### src/rtl/storage_ro_arbiter_if.sv
// Request/response bundle between the two RO requesters, the storage RO port and the arbiter.
// The "master" side is the requesters plus the RAM; the "slave" side is the arbiter.
interface storage_ro_arbiter_if #(
   parameter int ADDR_W = 8,
   parameter int DATA_W = 32,
   parameter int CNT_W  = 16
) ();
   logic              core_req;
   logic [ADDR_W-1:0] core_addr;
   logic              core_gnt;
   logic              core_rvalid;
   logic [DATA_W-1:0] core_rdata;

   logic              hk_req;
   logic [ADDR_W-1:0] hk_addr;
   logic              hk_gnt;
   logic              hk_rvalid;
   logic [DATA_W-1:0] hk_rdata;

   logic              ram_csb;
   logic [ADDR_W-1:0] ram_addr;
   logic [DATA_W-1:0] ram_rdata;

   logic              clr_cnt;
   logic [CNT_W-1:0]  contention_cnt;

   modport master (
      output core_req, core_addr, hk_req, hk_addr, ram_rdata, clr_cnt,
      input  core_gnt, core_rvalid, core_rdata, hk_gnt, hk_rvalid, hk_rdata,
             ram_csb, ram_addr, contention_cnt
   );

   modport slave (
      input  core_req, core_addr, hk_req, hk_addr, ram_rdata, clr_cnt,
      output core_gnt, core_rvalid, core_rdata, hk_gnt, hk_rvalid, hk_rdata,
             ram_csb, ram_addr, contention_cnt
   );
endinterface

### src/rtl/storage_ro_arbiter.sv
// Round-robin arbiter sharing the storage RO port between the core and housekeeping.
// Issue -> RAM access -> data capture pipeline; all outputs registered.
module storage_ro_arbiter #(
   parameter int ADDR_W = 8,
   parameter int DATA_W = 32,
   parameter int CNT_W  = 16
) (
   input  logic                 core_clk,
   input  logic                 core_rst,
   storage_ro_arbiter_if.slave  bus
);

   function automatic logic [CNT_W-1:0] sat_inc(input logic [CNT_W-1:0] v);
      return (&v) ? v : v + CNT_W'(1);
   endfunction

   logic              r_core_gnt;
   logic              r_hk_gnt;
   logic              r_ram_csb;
   logic [ADDR_W-1:0] r_ram_addr;
   logic              r_last_hk;
   logic              r_vld_p1;
   logic              r_own_hk_p1;
   logic              r_core_rvalid;
   logic              r_hk_rvalid;
   logic [DATA_W-1:0] r_core_rdata;
   logic [DATA_W-1:0] r_hk_rdata;
   logic [CNT_W-1:0]  r_cnt;

   logic w_core_elig;
   logic w_hk_elig;
   logic w_tie;
   logic w_grant_any;
   logic w_win_hk;

   // A request seen alongside its own grant is the one already accepted.
   always_comb begin
      w_core_elig = bus.core_req & ~r_core_gnt;
      w_hk_elig   = bus.hk_req & ~r_hk_gnt;
      w_tie       = w_core_elig & w_hk_elig;
      w_grant_any = w_core_elig | w_hk_elig;
      w_win_hk    = w_tie ? ~r_last_hk : w_hk_elig;
   end

   // ---- stage p0: arbitration result drives grant and RAM port ----
   always_ff @(posedge core_clk) begin
      if (core_rst) begin
         r_core_gnt <= 1'b0;
         r_hk_gnt   <= 1'b0;
         r_ram_csb  <= 1'b1;
         r_ram_addr <= '0;
         r_last_hk  <= 1'b1;
      end else begin
         r_core_gnt <= w_grant_any & ~w_win_hk;
         r_hk_gnt   <= w_grant_any & w_win_hk;
         r_ram_csb  <= ~w_grant_any;
         if (w_grant_any) begin
            r_ram_addr <= w_win_hk ? bus.hk_addr : bus.core_addr;
            r_last_hk  <= w_win_hk;
         end
      end
   end

   // ---- stage p1: owner tag follows the read while the RAM fetches ----
   always_ff @(posedge core_clk) begin
      if (core_rst) begin
         r_vld_p1    <= 1'b0;
         r_own_hk_p1 <= 1'b0;
      end else begin
         r_vld_p1    <= ~r_ram_csb;
         r_own_hk_p1 <= r_hk_gnt;
      end
   end

   // ---- stage p2: capture RAM data for the owning requester only ----
   always_ff @(posedge core_clk) begin
      if (core_rst) begin
         r_core_rvalid <= 1'b0;
         r_hk_rvalid   <= 1'b0;
         r_core_rdata  <= '0;
         r_hk_rdata    <= '0;
      end else begin
         r_core_rvalid <= r_vld_p1 & ~r_own_hk_p1;
         r_hk_rvalid   <= r_vld_p1 & r_own_hk_p1;
         if (r_vld_p1 & ~r_own_hk_p1) r_core_rdata <= bus.ram_rdata;
         if (r_vld_p1 & r_own_hk_p1)  r_hk_rdata   <= bus.ram_rdata;
      end
   end

   always_ff @(posedge core_clk) begin
      if (core_rst || bus.clr_cnt) r_cnt <= '0;
      else if (w_tie)              r_cnt <= sat_inc(r_cnt);
   end

   assign bus.core_gnt       = r_core_gnt;
   assign bus.hk_gnt         = r_hk_gnt;
   assign bus.ram_csb        = r_ram_csb;
   assign bus.ram_addr       = r_ram_addr;
   assign bus.core_rvalid    = r_core_rvalid;
   assign bus.hk_rvalid      = r_hk_rvalid;
   assign bus.core_rdata     = r_core_rdata;
   assign bus.hk_rdata       = r_hk_rdata;
   assign bus.contention_cnt = r_cnt;

endmodule

### src/flat_wrapper.sv
// flat-port wrapper written by rule: the top's interface ports become plain ports
module storage_ro_arbiter_flat 
#(
   parameter int ADDR_W = 8,
   parameter int DATA_W = 32,
   parameter int CNT_W  = 16
)
  (core_clk, core_rst, bus_core_req, bus_core_addr, bus_hk_req, bus_hk_addr, bus_ram_rdata, bus_clr_cnt, bus_core_gnt, bus_core_rvalid, bus_core_rdata, bus_hk_gnt, bus_hk_rvalid, bus_hk_rdata, bus_ram_csb, bus_ram_addr, bus_contention_cnt);
  storage_ro_arbiter_if #(.ADDR_W(ADDR_W), .DATA_W(DATA_W), .CNT_W(CNT_W)) bus_i ();
  input  logic core_clk;
  input  logic core_rst;
  input wire logic [$bits(bus_i.core_req)-1:0] bus_core_req;
  input wire logic [$bits(bus_i.core_addr)-1:0] bus_core_addr;
  input wire logic [$bits(bus_i.hk_req)-1:0] bus_hk_req;
  input wire logic [$bits(bus_i.hk_addr)-1:0] bus_hk_addr;
  input wire logic [$bits(bus_i.ram_rdata)-1:0] bus_ram_rdata;
  input wire logic [$bits(bus_i.clr_cnt)-1:0] bus_clr_cnt;
  output wire logic [$bits(bus_i.core_gnt)-1:0] bus_core_gnt;
  output wire logic [$bits(bus_i.core_rvalid)-1:0] bus_core_rvalid;
  output wire logic [$bits(bus_i.core_rdata)-1:0] bus_core_rdata;
  output wire logic [$bits(bus_i.hk_gnt)-1:0] bus_hk_gnt;
  output wire logic [$bits(bus_i.hk_rvalid)-1:0] bus_hk_rvalid;
  output wire logic [$bits(bus_i.hk_rdata)-1:0] bus_hk_rdata;
  output wire logic [$bits(bus_i.ram_csb)-1:0] bus_ram_csb;
  output wire logic [$bits(bus_i.ram_addr)-1:0] bus_ram_addr;
  output wire logic [$bits(bus_i.contention_cnt)-1:0] bus_contention_cnt;
  assign bus_i.core_req = bus_core_req;
  assign bus_i.core_addr = bus_core_addr;
  assign bus_i.hk_req = bus_hk_req;
  assign bus_i.hk_addr = bus_hk_addr;
  assign bus_i.ram_rdata = bus_ram_rdata;
  assign bus_i.clr_cnt = bus_clr_cnt;
  assign bus_core_gnt = bus_i.core_gnt;
  assign bus_core_rvalid = bus_i.core_rvalid;
  assign bus_core_rdata = bus_i.core_rdata;
  assign bus_hk_gnt = bus_i.hk_gnt;
  assign bus_hk_rvalid = bus_i.hk_rvalid;
  assign bus_hk_rdata = bus_i.hk_rdata;
  assign bus_ram_csb = bus_i.ram_csb;
  assign bus_ram_addr = bus_i.ram_addr;
  assign bus_contention_cnt = bus_i.contention_cnt;
  storage_ro_arbiter #(.ADDR_W(ADDR_W), .DATA_W(DATA_W), .CNT_W(CNT_W)) u_core (.core_clk(core_clk), .core_rst(core_rst), .bus(bus_i));
endmodule
### config.mk
export PLATFORM = sky130hd
export DESIGN_NAME = storage_ro_arbiter_flat
export DESIGN_NICKNAME = d
export VERILOG_FILES = /design/src/rtl/storage_ro_arbiter_if.sv /design/src/rtl/storage_ro_arbiter.sv /design/src/flat_wrapper.sv
export SDC_FILE = /design/constraint.sdc
export NUM_CORES = 1
export LEC_CHECK = 0
export BUFFER_PORTS_ARGS = -buffer_cell sky130_fd_sc_hd__buf_2
export CAP_MARGIN = 20
export CORE_MARGIN = 2
export CORE_UTILIZATION = 35
export DETAILED_ROUTE_END_ITERATION = 8
export PLACE_DENSITY = 0.7
export SETUP_SLACK_MARGIN = 0.2
export SYNTH_ARGS = -nofsm -noshare
export SYNTH_HDL_FRONTEND = slang
export SYNTH_SLANG_ARGS = --single-unit
### constraint.sdc
create_clock -name core_clk -period 2 [get_ports core_clk]
set_input_delay 0.1 -clock core_clk [delete_from_list [all_inputs] [get_ports core_clk]]
set_output_delay 0.1 -clock core_clk [all_outputs]
set_load 0.02 [all_outputs]
Word level (Yosys, flattened, before mapping). Index checks and enable logic that the tools add are counted. Widths: inputs -> output; s select.

Output and inout port bits: 93. Logic and storage cells: 34. Bits in registers: 96. Input port bits: 53.

Add/subtract/negate cells: 1. Muxes and demuxes: 2. Bitwise logic cells: 16. Reductions and logical operators: 3.

Operators with widths (number): $add 16x1->16 const B (1); $reduce_and 16->1 (1); $mux 8 (1); $not 1->1 (8); $and 1x1->1 (7); $reduce_and 2->1 (1); $logic_or 1x1->1 (1); $mux 1 (1); $or 1x1->1 (1).

Longest topological paths before layout.
Depth after elaboration: 6. Gate-level depth with buffers: 6. Mapped depth without buffers: 5.

Worst setup path before layout. Ideal clock, no wire load.

Kind: register to register. Start: reg u_core.r_cnt[0] (netlist: u_core.bus.contention_cnt[0]). End: reg u_core.r_cnt[14] (netlist: u_core.bus.contention_cnt[14]). Library setup time: 0.070 ns. Data required time: 1.930 ns. Path buffers: 1. Arrival: 1.653 ns. Setup slack: 0.276 ns. Cell stages (with the launch flop): 6. Path through: dfxtp_1 > ha_1 > nand4_4 > buf_6 > or4_1 > a21oi_1.

Word-level cells in the longest chain between the ends: 3.

RTL lines: from (decl) (RTL line storage_ro_arbiter.sv:28) `logic [CNT_W-1:0] r_cnt;`; from (signal assigned) (RTL line storage_ro_arbiter.sv:92) `else if (w_tie) r_cnt <= sat_inc(r_cnt);`; parallel branches: the longest is 3 deep, another holds $add 16x1->16.

Several ways; the timed one is not identified. A chain may end at the register's enable or synchronous reset.

Final worst setup path.
Start: reg u_core.r_core_gnt (netlist: u_core.bus.core_gnt). End: reg u_core.r_cnt[10] (netlist: u_core.bus.contention_cnt[10]).

Word-level cells in the longest chain between the ends: 4.

RTL lines: from (decl) (RTL line storage_ro_arbiter.sv:17) `logic r_core_gnt;`; from (signal assigned) (RTL line storage_ro_arbiter.sv:54) `r_core_gnt <= w_grant_any & ~w_win_hk;`; $not 1->1 (RTL line storage_ro_arbiter.sv:38) `w_core_elig = bus.core_req & ~r_core_gnt;`; $and 1x1->1 (RTL line storage_ro_arbiter.sv:38); $and 1x1->1 (RTL line storage_ro_arbiter.sv:40) `w_tie = w_core_elig & w_hk_elig;`; $reduce_and 2->1 (no line).

Every way passes these cells.

==> flow_summary.ini <==
[outcome]
status = complete, no violations

[worst_setup_path]
cp_slowest_cell = or4_1
crit_family = simple AND/OR/NAND/NOR gates
critPathMaxStageDelay_ps = 550
path_class = reg -> reg
cp-end-kind = flip-flop
required_ps = 2280
crit_arrival_ps = 1970
critPathLaunchType = flip-flop
path_buf_inv = 0
r2r_slack_ps = 310
crit_path_cell_trace = and4bb_4 -> nand4_4 -> or4_1 -> a21oi_1
critical_path.max_fanout = 12

[cts]
clock-sinks = 96
cts_setup_buffers = 0
clkSlewWorstSetupHoldPaths_ps = 90
htreeDepth = 3
worstSkewPairLatency_ps = 350
cts_tree = built
cts_buffers = 9
cts_root_buffer = clkbuf_8
clockBufferDepth = 2

[pwr]
pwr-share-clk_pct = 36.0
swShare_pct = 24.69
leakage_nw = 2.196
peakVddDrop_mv = 0.3727
power_frac_comb_pct = 11.6
seqPwrFrac_pct = 52.4
power_density_mw_per_mm2 = 740.4
p_int_mw = 2.872
power_switching_uw = 941.5

[hold_path]
hold_path_class = in -> reg

[detailed_routing]
via_per_inst = 4.919
drtIter0Drc = 263
drc = 0
drt_first_pass_iters = 5
vias = 3748
wl_per_cell_um = 13.37
routed_wl_mm = 10.19
antenna_left = 0

[global_route]
antenna_found_initial = 0
grt_pass1_vias = 3609
grt_max_degree = 57
grt_pass1_wl_mm = 16.91
track_usage_pct = 18.54
grt-ovfl-total = 0

[synthesis]
syn_nets = 495
synth_seq_cells = 96
syn_avg_cell_area_um2 = 8.216
synthArstFlopShare_pct = 0
synthTopCellsByArea = dfxtp_1 53%, nand2_1 15%, a21oi_1 12%
netlist_top_cells_count = 143 x nand2_1, 96 x dfxtp_1, 87 x a21oi_1
ys_seq_area_share_pct = 53.04
yosys_most_used_dff = dfxtp_1
yosys.area.top_type = dfxtp_1
synth_top_area_share_pct = 53.04
yosysMostFrequentCell = nand2_1
yosysUniqueCellTypes = 35
synth_edf_count = 0
synth_area_mm2 = 0.003623
synth_cells = 441
ys_warn_count = 0

[floorplanning]
rows = 37
core_mm2 = 0.01018
die_height_um = 105.8
num_io_pins = 146
dieWidth_um = 105.8
die-area_mm2 = 0.01118
start_util_pct = 35.58

[place]
gp_congestion = 0.8755
place_inst = 703
numPortBuffers = 145
dp_hpwl_mm = 6.798

[sta]
tightest_slew_ps = 607.0
finalSetupTns_ps = 0
rsz0062_at_grt = false
finalHoldViolCount = 0
slew_viol_final = 0
period_share_pct = 84.67
setup_viol = 0
timing.slew.headroom_pct = 59.53
clock_skew_ps = 5.644
period_minus_slack_ps = 1693
fmax_mhz = 590.5

[layout]
fillers = 978
multiInputGateArea_mm2 = 0.001589
utilization_pct = 50.58
diodes = 0
seq_area_mm2 = 0.001922
area_delta_synth_final_pct = 42.16
instances_no_fill = 762
layout-drive-gt1-share_pct = 28.27
nets = 675

[flow_run]
cap_viol_max_count = 0
-- layer usage --
metal | GRT usage (%) | wire length (um) | vias up
met5 | 0 | 0 | -
met1 | 22.96 | 4380 | 1735
li1 | - | - | 1862
met2 | 31.15 | 4967 | 132
met3 | 3.587 | 625 | 19
met4 | 8.365 | 218 | 0
-- cells in the final DEF (no fill, tap or decap), drive strengths merged, types with 2 or more instances in the layout --
cell type,count
o21a,2
dfxtp,96
nor3,2
o21ai,4
nand2b,4
a21oi,88
nand4,7
bufinv,2
nand3,5
dlygate4sd3,43
and2,2
o31ai,10
nand2,143
buf,154
nor2,10
inv,3
nor2b,4
or3,4
and4,4
a22oi,7
or4,9
clkbuf,10
-- sequential cells by signal (all words and copies together), names as in the netlist --
register,count
u_core.bus.contention_cnt,16
u_core.bus.core_gnt,1
u_core.bus.core_rdata,32
u_core.bus.core_rvalid,1
u_core.bus.hk_gnt,1
u_core.bus.hk_rdata,32
u_core.bus.hk_rvalid,1
u_core.bus.ram_addr,8
u_core.bus.ram_csb,1
u_core.r_last_hk,1
u_core.r_own_hk_p1,1
u_core.r_vld_p1,1
-- through the flow --
stage                     total power [mW]  hold WS [ps]  setup WS, ps  cell area, um2
after floorplan                      2.255         236.0         276.2            3623
after global placement               2.409         345.7         296.4            4501
after detailed placement             2.419         350.0         272.4            4501
after CTS                            3.871         5.425         241.7            5149
after global routing                 3.999         27.81         200.7            5151
final                                3.814         28.08         306.6            5151
-- area by class of cell --
class	instances	area share [%]
Inverter	1	0.07287
Sequential cell	96	37.31
Multi-Input combinational cell	316	30.85
Timing Repair Buffer	197	24.24
Tap cell	136	3.303
Clock inverter	6	1.749
Clock buffer	10	2.478
-- power groups by stage --
stage          logic [mW]  registers (mW)  clock network, mW
2_1_floorplan       0.147            2.11                  0
3_3_place_gp        0.368            2.04                  0
3_5_place_dp        0.376            2.04                  0
4_1_cts             0.442            2.00               1.43
5_1_grt             0.483            2.01               1.51
6_report            0.443            2.00               1.37
-- cell families (layout without fill, tap and decap cells) --
family                   Yosys count  in the layout  share of synthesized area (%)
adder cells (fa/ha/maj)            1              1                         0.3452
multiplexers                       1              1                         0.2763
flip-flops                        96             96                          53.04
AO/OA/AOI/OAI                    114            114                          17.40
AND/OR/NAND/NOR                  200            200                          25.69
buffers and inverters             29            214                          3.246
-- tightest hold or removal path, cell delays in order --
cell and delay [ps]:
buf_2 80, a22oi_1 50, a21oi_1 110
-- timing repair --
| item | CTS | global route |
|---|---|---|
| hold buffers | 43 | 0 |
| gates resized for setup | 0 | 1 |
| hold endpoints to repair | 72 | 0 |
| setup endpoints to repair | 0 | 6 |
-- path summary, 6_finish.rpt --
check | start | to | depth (start not counted)
min | bus_hk_addr[5] | u_core.bus.ram_addr[5] | 3
max | u_core.bus.core_gnt | u_core.bus.contention_cnt[10] | 4
max reg2reg | u_core.bus.core_gnt | u_core.bus.contention_cnt[10] | 4
min reg2reg | u_core.bus.ram_csb | u_core.r_vld_p1 | 1
Note: power is estimated with default switching activity, not from simulation.
